--- config.mk ---
export PLATFORM = sky130hd
export DESIGN_NAME = branch_pred_unit
export DESIGN_NICKNAME = d
export VERILOG_FILES = /design/src/rtl/branch_pred_unit.sv
export SDC_FILE = /design/constraint.sdc
export NUM_CORES = 1
export LEC_CHECK = 0
export ABC_CLOCK_PERIOD_IN_PS = 2760
export BUFFER_PORTS_ARGS = -buffer_cell sky130_fd_sc_hd__buf_2
export CAP_MARGIN = 30
export CORE_MARGIN = 2
export CORE_UTILIZATION = 30
export DETAILED_ROUTE_END_ITERATION = 6
export GPL_ROUTABILITY_DRIVEN = 0
export PLACE_DENSITY = 0.55
export SETUP_SLACK_MARGIN = 0.15
export SLEW_MARGIN = 15
export SYNTH_ARGS = -nofsm -noshare
export SYNTH_HDL_FRONTEND = slang
export SYNTH_SLANG_ARGS = --single-unit
export TNS_END_PERCENT = 1
--- constraint.sdc ---
create_clock -name clk -period 2.76 [get_ports clk]
set_input_delay 0.138 -clock clk [delete_from_list [all_inputs] [get_ports clk]]
set_output_delay 0.138 -clock clk [all_outputs]
set_load 0.03 [all_outputs]
--- src/rtl/branch_pred_unit.sv ---
// Branch resolve and direction predictor: decodes MIPS branches/jumps, resolves them
// against rs/rt, and trains a table of saturating counters indexed by the word PC.
module branch_pred_unit #(
    parameter int XLEN   = 32,
    parameter int IDX_W  = 6,
    parameter int CTR_W  = 2,
    parameter int MCNT_W = 16
) (
    input  logic              clk,
    input  logic              rst_n,
    input  logic              pred_valid,
    input  logic [XLEN-1:0]   pred_pc,
    output logic              pred_ack,
    output logic              pred_taken,
    input  logic              res_valid,
    input  logic [XLEN-1:0]   res_pc,
    input  logic [5:0]        op,
    input  logic [4:0]        rt_field,
    input  logic [5:0]        func,
    input  logic [XLEN-1:0]   rs,
    input  logic [XLEN-1:0]   rt,
    input  logic              res_pred_taken,
    output logic              res_done,
    output logic [1:0]        pc_src,
    output logic              taken,
    output logic              mispredict,
    output logic [MCNT_W-1:0] mispredict_cnt
);

    localparam int ENTRIES = 2 ** IDX_W;
    localparam logic [CTR_W-1:0] CTR_INIT = {1'b0, {(CTR_W-1){1'b1}}};
    localparam logic [CTR_W-1:0] CTR_MAX  = '1;
    localparam logic [CTR_W-1:0] CTR_MIN  = '0;

    localparam logic [5:0] OP_SPECIAL = 6'b000000;
    localparam logic [5:0] OP_REGIMM  = 6'b000001;
    localparam logic [5:0] OP_J       = 6'b000010;
    localparam logic [5:0] OP_JAL     = 6'b000011;
    localparam logic [5:0] OP_BEQ     = 6'b000100;
    localparam logic [5:0] OP_BNE     = 6'b000101;
    localparam logic [5:0] OP_BLEZ    = 6'b000110;
    localparam logic [5:0] OP_BGTZ    = 6'b000111;
    localparam logic [5:0] FN_JR      = 6'b001000;
    localparam logic [5:0] FN_JALR    = 6'b001001;

    localparam logic [1:0] SRC_PC4    = 2'b00;
    localparam logic [1:0] SRC_BRANCH = 2'b01;
    localparam logic [1:0] SRC_JUMP   = 2'b10;
    localparam logic [1:0] SRC_REG    = 2'b11;

    logic [CTR_W-1:0]  ctrTable_q [ENTRIES];
    logic              predAck_q, predTaken_q;
    logic              resDone_q, taken_q, mispredict_q;
    logic [1:0]        pcSrc_q;
    logic [MCNT_W-1:0] mispCnt_q;

    logic              isCond, taken_d, mispredict_d;
    logic [1:0]        pcSrc_d;
    logic [IDX_W-1:0]  resIdx, predIdx;
    logic [CTR_W-1:0]  resCtr, updCtr, lookCtr;
    logic              doUpdate;
    logic signed [XLEN-1:0] rsS, rtS;
    logic              unusedPcBits;

    assign rsS     = $signed(rs);
    assign rtS     = $signed(rt);
    assign resIdx  = res_pc[IDX_W+1:2];
    assign predIdx = pred_pc[IDX_W+1:2];
    assign unusedPcBits = ^{res_pc[XLEN-1:IDX_W+2], res_pc[1:0],
                            pred_pc[XLEN-1:IDX_W+2], pred_pc[1:0]};

    always_comb begin
        isCond  = 1'b0;
        taken_d = 1'b0;
        pcSrc_d = SRC_PC4;
        case (op)
            OP_BEQ: begin
                isCond  = 1'b1;
                taken_d = (rsS == rtS);
            end
            OP_BNE: begin
                isCond  = 1'b1;
                taken_d = (rsS != rtS);
            end
            OP_BLEZ: begin
                isCond  = 1'b1;
                taken_d = (rsS <= 0);
            end
            OP_BGTZ: begin
                isCond  = 1'b1;
                taken_d = (rsS > 0);
            end
            OP_REGIMM: begin
                if (rt_field == 5'b00000) begin
                    isCond  = 1'b1;
                    taken_d = (rsS < 0);
                end else if (rt_field == 5'b00001) begin
                    isCond  = 1'b1;
                    taken_d = (rsS >= 0);
                end
            end
            OP_J, OP_JAL: begin
                taken_d = 1'b1;
                pcSrc_d = SRC_JUMP;
            end
            OP_SPECIAL: begin
                if (func == FN_JR || func == FN_JALR) begin
                    taken_d = 1'b1;
                    pcSrc_d = SRC_REG;
                end
            end
            default: ;
        endcase
        if (isCond && taken_d) begin
            pcSrc_d = SRC_BRANCH;
        end
        mispredict_d = taken_d ^ res_pred_taken;
    end

    // A lookup to the entry being trained this cycle sees the post-update counter.
    always_comb begin
        resCtr   = ctrTable_q[resIdx];
        doUpdate = res_valid && isCond;
        updCtr   = resCtr;
        if (taken_d) begin
            if (resCtr != CTR_MAX) begin
                updCtr = resCtr + 1'b1;
            end
        end else if (resCtr != CTR_MIN) begin
            updCtr = resCtr - 1'b1;
        end
        lookCtr = (doUpdate && (resIdx == predIdx)) ? updCtr : ctrTable_q[predIdx];
    end

    always_ff @(posedge clk or negedge rst_n) begin
        if (!rst_n) begin
            for (int i = 0; i < ENTRIES; i++) begin
                ctrTable_q[i] <= CTR_INIT;
            end
        end else if (doUpdate) begin
            ctrTable_q[resIdx] <= updCtr;
        end
    end

    always_ff @(posedge clk or negedge rst_n) begin
        if (!rst_n) begin
            predAck_q   <= 1'b0;
            predTaken_q <= 1'b0;
        end else begin
            predAck_q <= pred_valid;
            if (pred_valid) begin
                predTaken_q <= lookCtr[CTR_W-1];
            end
        end
    end

    always_ff @(posedge clk or negedge rst_n) begin
        if (!rst_n) begin
            resDone_q    <= 1'b0;
            pcSrc_q      <= SRC_PC4;
            taken_q      <= 1'b0;
            mispredict_q <= 1'b0;
            mispCnt_q    <= '0;
        end else begin
            resDone_q <= res_valid;
            if (res_valid) begin
                pcSrc_q      <= pcSrc_d;
                taken_q      <= taken_d;
                mispredict_q <= mispredict_d;
                if (mispredict_d && !(&mispCnt_q)) begin
                    mispCnt_q <= mispCnt_q + 1'b1;
                end
            end
        end
    end

    assign pred_ack       = predAck_q;
    assign pred_taken     = predTaken_q;
    assign res_done       = resDone_q;
    assign pc_src         = pcSrc_q;
    assign taken          = taken_q;
    assign mispredict     = mispredict_q;
    assign mispredict_cnt = mispCnt_q;

endmodule

# Word level (Yosys, flattened, before mapping)
# Index checks and enable logic that the tools add are counted.
# totals
reg_bits,151
output_inout_bits,23
inputBits,150
# classes
magnitude_cmp,7
n_bitwise,3
eq_ne,14
n_mux,23
reduce_logical,14
add_sub_neg,3
# ops
cell,n
$bwmux 128,1
$eq 32x32->1,1
$ge 32x1->1 const B,1
$gt 32x1->1 const B,1
$le 32x1->1 const B,1
$lt 32x1->1 const B,1
$ne 32x32->1,1
$bmux 2 s6,2
$eq 6x3->1 const B,4
$mux 2,11
$add 16x1->16 const B,1
$reduce_and 16->1,1
$ge 7x7->1 const B,2
$not 6->7,2
$demux 2 s6,1
$eq 6x2->1 const B,2
$eq 6x4->1 const B,2
$lt 7x1->1 const B,1
$pmux 1 s7,1
$eq 6x1->1 const B,1
$eq 6x6->1,1
$logic_not 6->1,1
$eq 5x1->1 const B,1
$logic_and 1x1->1,5
other kinds (14),18

# Longest topological paths before layout
# logic_depth
ltp_word,8
mapped_depth,12

# Worst setup path before layout
# Ideal clock, no wire load.
# synth_timing
path_type,input to register
startpoint,input pred_pc[2]
endpoint,"register predTaken_q, in the netlist pred_taken"
t_arrival_ns,2.292
t_required_ns,2.622
setup_slack_ns,0.330
path_stages,7
path_cell_list,buf_2 > buf_2 > mux4_2 > mux4_2 > mux4_2 > nand3b_1 > o221ai_1
# synth_between
elab_chain_len,5
elab_cells_between_ends,7
cone_classes,1 x eq/ne; 4 x mux; 1 x bitwise; 1 x reduce/logical
# synth_rtl
item,line_no,text
from (decl),12,"input logic [XLEN-1:0] pred_pc,"
$not 6->7 (not written as such),132,lookCtr = (doUpdate && (resIdx == predIdx)) ? updCtr : ctrTable_q[predIdx];
$bmux 2 s6,132,
$mux 2 (not written as such) (2 in a row),132,
$mux 2 (*),132,
to (signal assigned),152,predTaken_q <= lookCtr[CTR_W-1];
to (decl),52,"logic predAck_q, predTaken_q;"
# Mark *: on every way between the ends. The rest lies on a longest branch, timed or not. The select of a mux whose other input is x is not followed.
# A chain may end at the register's enable or synchronous reset.

# Final worst setup path
# layout_timing
startpoint,register ctrTable_q[120] (netlist bit)
endpoint,register ctrTable_q[9] (netlist bit)
# layout_between
elab_chain_len,7
elab_cells_between_ends,11
cone_classes,2 x add/sub; 1 x eq/ne; 7 x mux; 1 x reduce/logical
# layout_rtl
item,line_no,text
from (decl),51,logic [CTR_W-1:0] ctrTable_q [ENTRIES];
"from (signal, indexed assignment)",141,ctrTable_q[resIdx] <= updCtr;
$bmux 2 s6 (*),122,resCtr = ctrTable_q[resIdx];
$mux 2 (not written as such) (*) (2 in a row),122,
$sub 2x1->2 (tied with other cells),130,updCtr = resCtr - 1'b1;
"$mux 2, on equally long branches","129, 126",
$mux 2 (*),125,if (taken_d) begin
$bwmux 128 (*),141,
# Marked as above.

==> flow_metrics.tcl <==
set metrics [dict create \
    grt_usage_pct 18.38 \
    slowest_stage "dfstp_2" \
    syn_avg_cell_area_um2 9.672 \
    finalSetupViolCount 0 \
    setup_ws_ps 195.1 \
    synthArstFlopShare_pct 100.0 \
    min_period_over_period_pct 92.93 \
    layout_commonest_cell "nand2_1" \
    tightest_slew_ps 748.9 \
    antenna_left 0 \
    design.die.area_mm2 0.02884 \
    clkTransAtPathRegs_ps 70 \
    finalHoldViolCount 0 \
    initial_core_util_pct 30.61 \
    path_cells "mux2_1, a22oi_1, o21ai_1, a21oi_1, o41ai_1, nor3_1, nor2_1, a21oi_4, buf_4, buf_12, o21ai_0" \
    placed_cells 1319 \
    antenna_found_initial 0 \
    worstSetupPathType "flop to flop" \
    holdWs_ps 100.7 \
    ys_warn_count 0 \
    die_h_um 169.8 \
    cts_tree "done" \
    clock_latency_ps 440 \
    intPower_mw 3.970 \
    max_freq_ghz 0.3899 \
    fin_area_mm2 0.01026 \
    vias 7122 \
    synth_fp_nets 1004 \
    power_frac_seq_pct 42.4 \
    chipWidth_um 169.8 \
    fin_util_pct 38.05 \
    layout.nets 1157 \
    firstDrtPassIters 5 \
    min_from "op[1]" \
    grt_pass1_vias 7160 \
    p_switching_mw 1.561 \
    power_frac_clock_pct 43.5 \
    critPathCaptureType "flop" \
    grt_pass1_wl_um 40930 \
    fin_cells 1360 \
    wl_um 25770 \
    maxSlewViolCount 0 \
    power.share.combinational_pct 14.1 \
    drt_iter0_drc 579 \
    cts_htree_levels 4 \
    r2r_slack_ps 200 \
    dpl.hpwl_um 17930 \
    drive_gt1_share_pct 31.89 \
    skew_ps 11.78 \
    clock_path_buffers 2 \
    ir_drop_v 0.0003985 \
    synth_edf_count 0 \
    clock_sinks 151 \
    synth_seq_cells 151 \
    relSlewSlack_pct 50.07 \
    synth_seq_area_share_pct 46.77 \
    holdPathStages 3 \
    wl_per_cell_um 18.95 \
    status "finished, final reports clean" \
    core-area_mm2 0.02695 \
    avgViaCountPerCell 5.237 \
    r2r_cells 11 \
    rows 60 \
    final_cell_mix "nand2_1, o21ai_1, buf_2" \
    io_buffer_count 119 \
    maxCapViolations 0 \
    cts_root_buf "clkbuf_16" \
    required_ps 3110 \
    grt_max_degree 68 \
    place_ws_ps -39.90 \
    rr_endpoint "ctrTable_q[9]$_DFFE_PN0P_" \
    leakage_nw 4.138 \
    synth_area_mm2 0.008250 \
    synthFlopType "dfrtp_1" \
    area_growth_pct 24.31 \
    holdPathEnd "pc_src[0]$_DFFE_PN0P_" \
    placed_cell_area_mm2 0.009549 \
    diodes 0 \
    syn_inst 853 \
    drcViolationCount 0 \
    cts_made_buffers 17 \
    overflow 0 \
    min_path_type "primary input to flop" \
    synth_cell_types 57 \
    cpPeakStageDelay_ps 540 \
    path_max_fanout 16 \
    powerDensity_mw_per_mm2 539.2 \
    arrival_ps 2910 \
    timing.rr.start "ctrTable_q[120]$_DFFE_PN1P_" \
    swShare_pct 28.22 \
    fin_crit_ps 2565 \
    io_pins 173 \
    rsz0062_at_grt "yes" \
    crit_path_start_kind "flop" \
]
==> synthesized netlist by cell type, types with 6 or more instances <==
library cell / instances / area [um^2]
nand2_1: 216 / 810.8
nor2b_1: 9 / 56.30
inv_1: 6 / 22.52
nor2_1: 27 / 101.4
a21oi_1: 16 / 80.08
xnor2_1: 17 / 148.9
mux2_2: 20 / 225.2
nor4_1: 19 / 118.9
o21ai_0: 14 / 70.07
nor3_1: 6 / 30.03
o211ai_1: 6 / 45.04
xor2_1: 36 / 315.3
a221oi_1: 9 / 78.83
o21ai_1: 126 / 630.6
a22oi_1: 16 / 120.1
nand4_1: 14 / 87.58
clkbuf_1: 14 / 52.55
mux4_2: 25 / 563.0
nand3_1: 7 / 35.03
dfstp_2: 64 / 1682
dfrtp_1: 87 / 2177
buf_6: 6 / 67.56
buf_2: 22 / 110.1
and3_1: 8 / 50.05
mux2i_1: 11 / 110.1
==> final cells by class <==
cell class	count	area [um^2]
fillers	2654	16690
multi-input cells	651	4131
flip-flops and latches	151	3859
repair buffers	179	1220
clock buffers	20	456.7
well taps	341	426.7
clock inverters	12	140.1
inverters	6	22.52
==> repair_timing <==
| item | CTS | global route |
|---|---|---|
| gates resized for setup | 0 | 1 |
| hold endpoints to repair | 32 | 0 |
| buffers inserted | 0 | 4 |
| endpoints found under the setup margin | 0 | 58 |
| hold buffers | 3 | 0 |
==> critical path: cells and delay by family (launching register included) <==
kind,cells,cell delay [ps]
buffers and inverters,2,330
and+or+nand+nor,2,390
DFF,1,540
muxes,1,140
AOI/OAI and AO/OA,6,1080
==> per-layer routing <==
layer  part of all wire (%)  vias to the layer above  track usage (%)
met5                      0                        -                0
met4                    1.9                        0            5.277
met3                    4.0                       34            2.721
met2                     49                      179            30.15
met1                     45                     3529            25.30
li1                       -                     3380                -
==> registers in the layout (all words and copies together), names as in the netlist <==
name / count
ctrTable_q: 128
mispredict: 1
mispredict_cnt: 16
pc_src: 2
pred_ack: 1
pred_taken: 1
res_done: 1
taken: 1
==> metrics by stage <==
step	TNS [ps]	total power [mW]
after floorplan	0	2.777
after detailed placement	-794.1	3.144
after global placement	0	3.136
after CTS	0	5.564
after global routing	0	5.723
final	0	5.530
==> power groups by stage <==
stage,clock network (mW),logic [mW],registers [mW]
final,2.41,0.778,2.35
after global routing,2.53,0.838,2.36
after CTS,2.45,0.764,2.35
after detailed placement,0,0.759,2.39
after global placement,0,0.752,2.38
after floorplan,0,0.313,2.46
==> cells by family (layout without fill, tap and decap cells) <==
logic type / Yosys count / count (layout) / share of synthesized area [%]
mux: 60 / 60 / 11.43
compound gates: 208 / 208 / 14.88
buf+inv: 51 / 217 / 3.291
fa+ha+maj: 1 / 1 / 0.1516
xor+xnor: 53 / 53 / 5.626
flops: 151 / 151 / 46.77
simple gates: 329 / 329 / 17.85
==> worst max path at each step <==
stage,startpoint,end,slack [ps],cells after the start
floorplan,pred_pc[2],pred_taken$_DFFE_PN0P_,330,7
finish,ctrTable_q[120]$_DFFE_PN1P_,ctrTable_q[9]$_DFFE_PN0P_,200,11
CTS,ctrTable_q[120]$_DFFE_PN1P_,ctrTable_q[42]$_DFFE_PN1P_,230,10
global placement,res_pc[2],ctrTable_q[4]$_DFFE_PN1P_,50,12
global route,ctrTable_q[2]$_DFFE_PN1P_,ctrTable_q[9]$_DFFE_PN0P_,70,11
detailed placement,res_pc[2],ctrTable_q[42]$_DFFE_PN1P_,-40,12
No activity file was read; power rests on OpenSTA's default activity.
